File: src/rtl/fp_div_arbiter.sv
// fp_div_arbiter: round-robin sharing of one FP divider, with local divide-by-zero handling and a watchdog
module fp_div_arbiter #(
  parameter int XLEN    = 32,
  parameter int NREQ    = 4,
  parameter int IDW     = 2,
  parameter int TIMEOUT = 64
) (
  input  logic                 CLK,
  input  logic                 rst,
  input  logic [NREQ-1:0]      req_valid,
  input  logic [NREQ*XLEN-1:0] req_dividend,
  input  logic [NREQ*XLEN-1:0] req_divisor,
  output logic [NREQ-1:0]      req_ready,
  output logic [NREQ-1:0]      resp_valid,
  input  logic [NREQ-1:0]      resp_ready,
  output logic [XLEN-1:0]      resp_result,
  output logic                 resp_dbz,
  output logic                 resp_timeout,
  output logic [IDW-1:0]       resp_id,
  output logic [XLEN-1:0]      div_dividend,
  output logic [XLEN-1:0]      div_divisor,
  output logic                 div_data_valid,
  input  logic                 div_data_ready,
  input  logic [XLEN-1:0]      div_product,
  input  logic                 div_by_zero,
  output logic                 busy
);
  localparam int WDW = $clog2(TIMEOUT);
  localparam logic [XLEN-1:0] QNAN = 32'h7FC00000;
  typedef enum logic [1:0] {IDLE, ISSUE, WAIT, RESP} state_t;
  state_t          r_state;
  logic [IDW-1:0]  r_ptr, r_id;
  logic [WDW-1:0]  r_wd;
  logic [XLEN-1:0] r_a, r_b, r_res;
  logic            r_dbz, r_to, r_busy, r_div_valid;
  logic [NREQ-1:0] r_resp_valid;
  logic [IDW-1:0]  w_cand [NREQ];
  logic [IDW-1:0]  w_win;
  logic            w_any;
  logic [XLEN-1:0] w_a, w_b;
  logic            w_unused;
  assign w_unused = div_by_zero;
  always_comb
    for (int i = 0; i < NREQ; i++) w_cand[i] = IDW'((int'(r_ptr) + i) % NREQ);
  // descending scan so the candidate closest to r_ptr is the last to win
  always_comb begin
    w_win = '0;
    w_any = 1'b0;
    for (int i = NREQ - 1; i >= 0; i--)
      if (req_valid[w_cand[i]]) begin
        w_win = w_cand[i];
        w_any = 1'b1;
      end
  end
  assign w_a            = req_dividend[w_win*XLEN +: XLEN];
  assign w_b            = req_divisor[w_win*XLEN +: XLEN];
  assign req_ready      = (r_state == IDLE && w_any) ? NREQ'(1) << w_win : '0;
  assign resp_valid     = r_resp_valid;
  assign resp_result    = r_res;
  assign resp_dbz       = r_dbz;
  assign resp_timeout   = r_to;
  assign resp_id        = r_id;
  assign div_dividend   = r_a;
  assign div_divisor    = r_b;
  assign div_data_valid = r_div_valid;
  assign busy           = r_busy;
  always_ff @(posedge CLK) begin
    if (rst) begin
      r_state      <= IDLE;
      r_ptr        <= '0;
      r_id         <= '0;
      r_wd         <= '0;
      r_a          <= '0;
      r_b          <= '0;
      r_res        <= '0;
      r_dbz        <= 1'b0;
      r_to         <= 1'b0;
      r_busy       <= 1'b0;
      r_div_valid  <= 1'b0;
      r_resp_valid <= '0;
    end else begin
      r_div_valid <= 1'b0;
      case (r_state)
        IDLE: if (w_any) begin
          r_a    <= w_a;
          r_b    <= w_b;
          r_id   <= w_win;
          r_busy <= 1'b1;
          r_to   <= 1'b0;
          r_dbz  <= 1'b0;
          if (w_b[XLEN-2:0] == '0) begin
            r_state      <= RESP;
            r_dbz        <= 1'b1;
            r_res        <= (w_a[XLEN-2:0] == '0) ? QNAN : {w_a[XLEN-1] ^ w_b[XLEN-1], 8'hFF, 23'h0};
            r_resp_valid <= NREQ'(1) << w_win;
          end else begin
            r_state     <= ISSUE;
            r_div_valid <= 1'b1;
          end
        end
        ISSUE: begin
          r_wd    <= '0;
          r_state <= WAIT;
        end
        // the first WAIT cycle ignores div_data_ready to mask a stale level
        WAIT: if (r_wd != '0 && div_data_ready) begin
          r_res        <= div_product;
          r_dbz        <= 1'b0;
          r_to         <= 1'b0;
          r_state      <= RESP;
          r_resp_valid <= NREQ'(1) << r_id;
        end else if (r_wd == WDW'(TIMEOUT - 1)) begin
          r_res        <= QNAN;
          r_to         <= 1'b1;
          r_state      <= RESP;
          r_resp_valid <= NREQ'(1) << r_id;
        end else begin
          r_wd <= r_wd + 1'b1;
        end
        RESP: if (resp_ready[r_id]) begin
          r_state      <= IDLE;
          r_busy       <= 1'b0;
          r_resp_valid <= '0;
          r_ptr        <= (r_id == IDW'(NREQ - 1)) ? '0 : r_id + 1'b1;
        end
      endcase
    end
  end
endmodule

File: config.mk
export PLATFORM = sky130hd
export DESIGN_NAME = fp_div_arbiter
export DESIGN_NICKNAME = d
export VERILOG_FILES = /design/src/rtl/fp_div_arbiter.sv
export SDC_FILE = /design/constraint.sdc
export NUM_CORES = 1
export LEC_CHECK = 0
export ABC_CLOCK_PERIOD_IN_PS = 4300
export BUFFER_PORTS_ARGS = -buffer_cell sky130_fd_sc_hd__buf_2
export CORE_AREA = 2 2 161 163
export DETAILED_ROUTE_END_ITERATION = 6
export DIE_AREA = 0 0 163 165
export PLACE_DENSITY = 0.57
export SLEW_MARGIN = 20
export SYNTH_ARGS = -nofsm -noshare
export SYNTH_HDL_FRONTEND = slang
export SYNTH_SLANG_ARGS = --single-unit
File: constraint.sdc
create_clock -name CLK -period 4.3 [get_ports CLK]
set_input_delay 0.215 -clock CLK [delete_from_list [all_inputs] [get_ports CLK]]
set_output_delay 0.215 -clock CLK [all_outputs]
set_load 0.01 [all_outputs]
Word level (Yosys, flattened, before mapping)
Index checks and enable logic that the tools add are counted.
{"block": "word_totals", "wordCells": 114, "out_inout_bits": 110, "ff_bits": 116, "inputBits": 300}
{"block": "classes", "eq_ne": 12, "muxes": 53, "shift": 4, "order_cmp": 5, "n_bitwise": 3, "n_reduce_logical": 20, "addsub": 5}
{"cell": "128-bit by 8-bit indexed part select with 32-bit output", "n": 2}
{"cell": "32-bit 2-to-1 mux", "n": 5}
{"cell": "32-bit case mux with 2 select lines", "n": 1}
{"cell": "31-bit zero test", "n": 2}
{"cell": "4-bit 2-to-1 mux", "n": 6}
{"cell": "2-bit 2-to-1 mux", "n": 10}
{"cell": "1-bit 2-to-1 mux", "n": 18}
{"cell": "2-bit by 3-bit less-than comparator with 1-bit output, second input constant", "n": 5}
{"cell": "3-bit AND reduction", "n": 5}
{"cell": "6-bit 2-to-1 mux", "n": 2}
{"cell": "4-bit case mux with 3 select lines", "n": 1}
{"cell": "6-bit case mux with 2 select lines", "n": 1}
{"cell": "1-bit binary-select mux with 2-bit select", "n": 5}
{"cell": "2-bit inequality test, second input constant", "n": 5}
{"cell": "2-bit case mux with 4 select lines", "n": 1}
{"cell": "1-bit by 2-bit << shifter with 4-bit output, first input constant", "n": 2}
{"cell": "6-bit by 1-bit adder with 6-bit output, second input constant", "n": 1}
{"cell": "2-bit == test, second input constant", "n": 3}
{"cell": "6-bit == test, second input constant", "n": 1}
{"cell": "1-bit case mux with 2 select lines", "n": 3}
{"cell": "2-bit nonzero test", "n": 3}
{"cell": "6-bit nonzero test", "n": 1}
{"cell": "5-bit AND reduction", "n": 1}
{"cell": "2-bit by 1-bit adder with 2-bit output, second input constant", "n": 2}
{"cell": "12 further kinds", "n": 16}

Depth between registers and ports, before layout
Gate-level depths: netlist of the first run.
{"block": "depth", "depth_word": 13, "depth_mapped": 15, "ltp_nobuf": 10}

Worst setup path after synthesis of the first run
Ideal clock, no wire load.
{"block": "synth_path", "path_kind": "register to register", "from": "register r_ptr[1]", "to": "register r_res[2], in the netlist resp_result[2]", "period_less_slack_ps": 2944, "arrival_ps": 2816, "path_buffers": 4, "required_ps": 4172, "setup_slack_ps": 1356, "path_stages_with_launch": 15, "setup_ps": 128, "path_cell_list": "dfxtp_1 > buf_2 > mux2i_1 > nor2_1 > or3_1 > buf_2 > buf_2 > mux2i_1 > mux2_2 > nand3_1 > nor4_4 > a31oi_1 > buf_2 > mux2i_1 > nor2_1"}
{"block": "synth_between", "elab_chain_cells": 11, "elab_cells_between_ends": 24, "cone_classes": "add/sub: 3; eq/ne: 2; shift: 1; mux: 16; reduce/logical: 2"}
{"item": "from (decl)", "line_no": "32", "rtl": "logic [IDW-1:0] r_ptr, r_id;"}
{"item": "from (signal assigned)", "line_no": "124", "rtl": "r_ptr <= (r_id == IDW'(NREQ - 1)) ? '0 : r_id + 1'b1;"}
{"item": "2-bit adder", "line_no": "44", "rtl": "for (int i = 0; i < NREQ; i++) w_cand[i] = IDW'((int'(r_ptr) + i) % NREQ);"}
{"item": "1-bit binary-select mux with 2-bit select", "line_no": "50", "rtl": "if (req_valid[w_cand[i]]) begin"}
{"item": "1-bit 2-to-1 mux (implied by the code)", "line_no": "50"}
{"item": "2-bit 2-to-1 mux (4 in a row)", "line_no": "50"}
{"item": "128-bit by 8-bit indexed part select with 32-bit output", "line_no": "56", "rtl": "assign w_b = req_divisor[w_win*XLEN +: XLEN];"}
{"item": "31-bit zero test", "line_no": "91", "rtl": "if (w_b[XLEN-2:0] == '0) begin"}
{"item": "2-bit by 1-bit inequality test with 1-bit output (no line)"}
{"item": "4-bit AND reduction (no line) *"}
{"item": "to (signal assigned)", "line_no": "94", "rtl": "r_res <= (w_a[XLEN-2:0] == '0) ? QNAN : {w_a[XLEN-1] ^ w_b[XLEN-1], 8'hFF, 23'h0};"}
{"item": "to (signal assigned)", "line_no": "107", "rtl": "r_res <= div_product;"}
{"item": "to (decl)", "line_no": "34", "rtl": "logic [XLEN-1:0] r_a, r_b, r_res;"}
Mark *: on every way between the ends. The rest lies on a longest branch, timed or not. The select of a mux whose other input is x is not followed.
A chain may end at the register's enable or synchronous reset.

Final worst setup path of the first run
{"block": "layout_path", "from": "register r_ptr[1]", "to": "register r_res[22], in the netlist resp_result[22]"}
{"block": "layout_between", "elab_chain_cells": 13, "elab_cells_between_ends": 30, "cone_classes": "add/sub: 3; eq/ne: 2; shift: 2; mux: 20; reduce/logical: 3"}
{"item": "2-bit adder", "line_no": "44"}
{"item": "1-bit binary-select mux with 2-bit select", "line_no": "50"}
{"item": "1-bit 2-to-1 mux (implied by the code)", "line_no": "50"}
{"item": "2-bit 2-to-1 mux (4 in a row)", "line_no": "50"}
{"item": "128-bit by 8-bit indexed part select with 32-bit output", "line_no": "55", "rtl": "assign w_a = req_dividend[w_win*XLEN +: XLEN];"}
{"item": "31-bit zero test", "line_no": "94"}
{"item": "32-bit 2-to-1 mux", "line_no": "94"}
{"item": "32-bit 2-to-1 mux", "line_no": "91"}
{"item": "32-bit 2-to-1 mux", "line_no": "84", "rtl": "IDLE: if (w_any) begin"}
{"item": "32-bit case mux with 2 select lines", "line_no": "83", "rtl": "case (r_state)"}
Parallel ways exist; a longest one is shown, timed or not. The select of a mux whose other input is x is not followed.

==> results of run 1 <==
[area by class of cell]
class / count / area (sq um)
Antenna cell: 2 / 5.005
Clock buffer: 17 / 425.4
Clock inverter: 15 / 145.1
Fill cell: 2604 / 15070
Inverter: 19 / 71.32
Multi-Input combinational cell: 626 / 4362
Sequential cell: 116 / 2322
Tap cell: 330 / 412.9
Timing Repair Buffer: 428 / 2220
[sequential cells by signal, indices dropped and copies added (netlist names), 2 cells and up]
name,cells
resp_id,2
resp_valid,4
div_dividend,32
resp_result,32
div_divisor,32
r_state,2
r_wd,6
r_ptr,2
[worst max-delay path: stages, from the launching register on]
cell and delay, ns:
dfxtp_1 0.39, nand2b_1 0.17, a21oi_1 0.22, or3_4 0.35, buf_4 0.61, mux2i_1 0.36
mux2_2 0.21, nand4_1 0.14, nor4_1 0.36, buf_4 0.18, a21oi_1 0.08, or3_1 0.37
a21oi_1 0.13
[per-layer routing]
layer | vias to the layer above | share of wire [%]
met5 | - | 0.11
met4 | 4 | 0.86
met3 | 18 | 8.4
met2 | 273 | 49
met1 | 3210 | 42
li1 | 3655 | -
[cell usage after synthesis (all sizes together) (2+ instances only)]
master | instances | share of area [%]
a211oi | 12 | 1.3
a21o | 2 | 0.21
a21oi | 81 | 5.8
a221oi | 2 | 0.25
a311oi | 5 | 0.63
a31oi | 3 | 0.27
and2 | 22 | 2.0
and3 | 4 | 0.36
buf | 20 | 2.0
clkbuf | 40 | 2.1
dfxtp | 116 | 33
ha | 11 | 2.0
inv | 19 | 1.0
mux2 | 57 | 9.2
mux2i | 150 | 21
nand2 | 34 | 1.8
nand2b | 7 | 0.63
nand3 | 9 | 0.64
nand4 | 15 | 1.3
nor2 | 163 | 8.7
nor2b | 2 | 0.18
nor3 | 15 | 1.1
nor4 | 10 | 1.3
o21a | 2 | 0.21
o21ai | 2 | 0.14
or3 | 4 | 0.36
xor2 | 4 | 0.50
[worst max path at each step]
| stage | to | slack, ns | cells after the start |
|---|---|---|---|
| 3_3_place_gp | resp_result[22] | 0.69 | 12 |
| 3_5_place_dp | resp_result[22] | 0.53 | 12 |
| 2_1_floorplan | resp_result[2] | 1.36 | 14 |
| 5_1_grt | resp_result[31] | 0.26 | 12 |
| 6_report | resp_result[22] | 0.62 | 12 |
| 4_1_cts | resp_result[22] | 0.50 | 12 |
[cells by family (layout without fill, tap and decap cells)]
kind of cell / Yosys count / in the layout / share of synthesized area (%)
multiplexers: 208 / 208 / 30.94
buffers and inverters: 79 / 479 / 5.184
XOR/XNOR: 4 / 4 / 0.5005
AO/OA/AOI/OAI: 116 / 116 / 9.582
adder cells (fa/ha/maj): 11 / 11 / 1.966
AND/OR/NAND/NOR: 287 / 287 / 18.64
flip-flops: 116 / 116 / 33.18
other: 0 / 2 / 0
[power by group]
part           total (mW)  internal [mW]  switching [mW]
Sequential           1.43           1.31           0.126
Combinational        1.92          0.776            1.15
Clock                1.38          0.810           0.575
==> impl_metrics.csv, run 1 <==
group,metric,value,unit
timing,setup_viol,0,
worst_hold_path,min_path_cells,4,
worst_setup_path,cp-end-kind,"flip-flop",
die,die-area,26900,sq um
global_route,grt_use_met3,5.500,%
routing,route.detailed.wl_per_inst,15.73,um
global_route,busiest_layer,"met2",
placed_design,routabilityCongestion,0.8485,
pwr,vdd.ir_drop.worst,0.0003847,V
worst_setup_path,crit_path_max_fanout,43,
routing,wirelength,24430,um
worst_setup_path,rr_worst_depth,12,
synth,async_reset_ff_share,0,%
die,dieHeight,165,um
die,die_w,163,um
synth,synth-edff-count,0,
clocking,cts_hold_buffers,0,
worst_hold_path,hold_end,"resp_result[7]",
global_route,met2_usage,31.47,%
global_route,grt_overflow_total,0,
routing,drtPass1Iterations,5,
job,drv_cap,0,
cells_and_area,final_cell_mix,"407 x buf_2, 163 x nor2_1, 150 x mux2i_1",
die,num_rows,58,
timing,slew_viol_final,0,
timing,fin_crit_sh,85.64,%
synth,synth_area_per_cell,8.525,sq um
cells_and_area,final_common_cell,"buf_2",
synth,netlist_area,6999,sq um
synth,syn-num-nets,1132,
pwr,finalPower,4.739,mW
synth,yosysSeqAreaShare,33.18,%
timing,holdWs,0.1349,ns
clocking,cts_sinks,116,
global_route,grt_max_degree,139,
routing,vias,7160,
synth,yosys_most_used_dff,"dfxtp_1",
routing,drc,0,
clocking,clock_latency,0.41,ns
worst_setup_path,rrSetupSlack,0.62,ns
worst_setup_path,worstPathRequired,4.64,ns
pwr,power.density,475.6,nW/um^2
routing,ant_nets,0,
global_route,grt_pass1_vias,6637,
clocking,cts-buffers-inserted,17,
worst_setup_path,worstSetupPathType,"flip-flop to flip-flop",
worst_setup_path,arrival,4.02,ns
timing,worstMarginPinSlew,1.089,ns
synth,synth_seq_cells,116,
die,start_util,27.96,%
global_route,antenna_found_initial,4,
placed_design,dp_cells,1519,
placed_design,dp_hpwl,19020,um
die,io_pins,410,
routing,via_per_inst,4.610,
status,outcome,"finished, final reports clean",
worst_hold_path,worstHoldStart,"div_product[7]",
worst_setup_path,crit_start,"r_ptr[1]",
placed_design,io_buffers,408,
cells_and_area,area_growth,42.35,%
synth,ys_warn_count,0,
clocking,cts_setup_buffers,0,
clocking,cts_root_buffer,"clkbuf_16",
clocking,cts_buffer_depth,2,
timing,setup_ws,0.6173,ns
global_route,grt_pass1_wl,35840,um
pwr,leakage,5.307,nW
synth,ys_types,40,
worst_setup_path,critPathLaunchType,"flip-flop",
routing,drtIter0Drc,306,
worst_hold_path,hp-class,"input port to flip-flop",
cells_and_area,final_cells,1553,
die,coreArea,25040,sq um
worst_setup_path,r2r-start,"r_ptr[1]",
timing,finalClockSkew,0.009070,ns
synth,netlist_instances,821,
clocking,cts.repair.resized,0,
timing,fin_crit,3.683,ns
clocking,cts_tree,"built",
worst_setup_path,r2r-end,"resp_result[22]",
timing,fin_setup_tns,0,ns
timing,fmax,0.2715,GHz
cells_and_area,drive_gt1_share,43.08,%
global_route,track_usage,17.31,%
clocking,cts_max_level,4,
timing,grt_setup_unrepaired,"no",
placed_design,dpl_cell_area,9388,sq um
placed_design,place_ws,0.5305,ns
timing,max_slew_margin,26.75,%
cells_and_area,final_nets,1519,
cells_and_area,final_area,9963,sq um
clocking,clkSlewWorstSetupHoldPaths,0.06,ns
cells_and_area,post-route-util,39.80,%
timing,final_hold_viol_count,0,
global_route,grt_use_met1,19.93,%
No activity file was read; power rests on OpenSTA's default activity.
==> inputs of run 2 (changes only) <==
==> constraint.sdc (replaced) <==
create_clock -name CLK -period 4.3 [get_ports CLK]
set_input_delay 0.86 -clock CLK [delete_from_list [all_inputs] [get_ports CLK]]
set_output_delay 0.86 -clock CLK [all_outputs]
set_load 0.01 [all_outputs]
==> impl_metrics.csv, run 2 (synthesis results as in run 1) <==
group,metric,value,unit
clocking,clkSlewWorstSetupHoldPaths,0.06,ns
timing,grt_setup_unrepaired,"no",
routing,drc,0,
clocking,clock_latency,0.42,ns
clocking,cts.repair.resized,0,
clocking,cts_buffer_depth,2,
worst_hold_path,hold_end,"resp_result[22]",
cells_and_area,final_area,10020,sq um
die,num_rows,58,
worst_setup_path,worstSetupPathType,"flip-flop to flip-flop",
worst_setup_path,r2r-start,"r_ptr[1]",
timing,max_slew_margin,59.96,%
timing,fin_crit_sh,82.48,%
worst_setup_path,crit_path_max_fanout,52,
pwr,p_switching,1.815,mW
worst_setup_path,critPathLaunchType,"flip-flop",
worst_setup_path,r2r-end,"resp_result[22]",
worst_hold_path,worstHoldStart,"resp_result[22]",
worst_hold_path,min_path_cells,2,
timing,fin_crit,3.547,ns
cells_and_area,n_fill_cell,2620,
global_route,antenna_found_initial,4,
routing,via_per_inst,4.628,
timing,slew_viol_final,0,
die,coreArea,25040,sq um
routing,wirelength,24310,um
clocking,cts_max_level,4,
worst_setup_path,rr_worst_depth,11,
pwr,power.density,474.2,nW/um^2
placed_design,dp_hpwl,19270,um
pwr,power_frac_seq,30.2,%
die,die-area,26900,sq um
timing,setup_viol,0,
die,start_util,27.96,%
clocking,cts_root_buffer,"clkbuf_16",
placed_design,routabilityCongestion,0.7987,
timing,holdWs,0.4483,ns
cells_and_area,final_cells,1557,
status,outcome,"finished, final reports clean",
pwr,p_clk_share,29.5,%
clocking,cts_hold_buffers,0,
cells_and_area,final_common_cell,"buf_2",
pwr,vdd.ir_drop.worst,0.0001880,V
pwr,leakage,5.318,nW
cells_and_area,drive_gt1_share,43.18,%
global_route,grt_pass1_vias,6853,
pwr,p_int,2.936,mW
routing,drtPass1Iterations,4,
die,io_pins,410,
cells_and_area,final_cell_mix,"407 x buf_2, 163 x nor2_1, 150 x mux2i_1",
worst_hold_path,hp-class,"flip-flop to flip-flop",
placed_design,io_buffers,408,
worst_setup_path,worstPathRequired,4.64,ns
clocking,cts_sinks,116,
cells_and_area,area_growth,43.12,%
worst_setup_path,rrSetupSlack,0.75,ns
worst_setup_path,arrival,3.89,ns
routing,vias,7206,
pwr,swShare,38.20,%
placed_design,dp_cells,1523,
die,die_w,163,um
pwr,p_comb_share,40.2,%
clocking,cts_setup_buffers,0,
clocking,cts-buffers-inserted,17,
global_route,grt_pass1_wl,35910,um
cells_and_area,regArea,2322,sq um
routing,drtIter0Drc,312,
routing,route.detailed.wl_per_inst,15.61,um
timing,finalClockSkew,0.008434,ns
routing,ant_nets,0,
timing,final_hold_viol_count,0,
timing,worstMarginPinSlew,0.6005,ns
worst_setup_path,cp-end-kind,"flip-flop",
job,drv_cap,0,
cells_and_area,post-route-util,40.01,%
die,dieHeight,165,um
timing,fin_setup_tns,0,ns
global_route,grt_max_degree,64,
timing,fmax,0.2819,GHz
global_route,track_usage,17.32,%
cells_and_area,multiInputGateArea,4362,sq um
placed_design,dpl_cell_area,9430,sq um
clocking,cts_tree,"built",
global_route,grt_overflow_total,0,
cells_and_area,final_nets,1523,
[run 2: cell count changes in the layout (fill, tap and decap cells not counted), sizes merged]
cell      change
clkinvlp      +5
buf           +4
inv           -4
clkinv        -3
bufinv        +1
clkbuf        +1
[run 2: how the worst max path moves through the flow]
stage | startpoint | end | depth (start not counted)
floorplan | req_valid[2] | resp_result[2] | 13
global placement | req_valid[2] | resp_result[22] | 14
detailed placement | req_valid[2] | resp_result[22] | 12
CTS | r_ptr[1] | resp_result[22] | 11
global route | r_ptr[1] | resp_result[22] | 11
finish | r_ptr[1] | resp_result[22] | 11
[run 2: power groups by stage]
stage          clock network, mW  logic [mW]  registers (mW)
2_1_floorplan                  0        1.15            1.55
6_report                    1.40        1.91            1.44
3_5_place_dp                   0        1.94            1.46
4_1_cts                     1.45        1.95            1.44
5_1_grt                     1.50        2.14            1.47
3_3_place_gp                   0        1.93            1.45
[run 2: layout make-up]
class,instances,area share [%]
multi-input combinational,626,43.54
sequential,116,23.18
timing repair buffer,432,22.58
clock buffer,18,4.284
tap,330,4.122
clock inverter,14,1.524
inverter,19,0.7120
antenna,2,0.04996
[run 2: metrics by stage]
step           setup WS, ns  total power, mW
2_1_floorplan        0.9854            2.697
5_1_grt              0.4958            5.100
3_3_place_gp         0.3053            3.382
3_5_place_dp         0.2807            3.399
4_1_cts              0.7020            4.831
6_report             0.7533            4.750
[run 2: per-layer routing]
metal	routed length (um)	vias up	share of wire, %	track usage (%)
li1	-	3660	-	-
met1	9909	3254	41	19.53
met2	12270	267	50	32.05
met3	1866	21	7.7	4.947
met4	242	4	1.0	4.224
met5	26	-	0.11	0
[run 2: worst max-delay path: stages, from the launching register on]
cell and delay [ns]:
dfxtp_1 0.49, mux2i_1 0.23, nor2_1 0.08, or3_4 0.51, buf_12 0.24, mux2i_1 0.20
mux2i_1 0.11, or4_1 0.53, nor4_1 0.38, a21oi_1 0.16, or3_1 0.37, a21oi_1 0.13
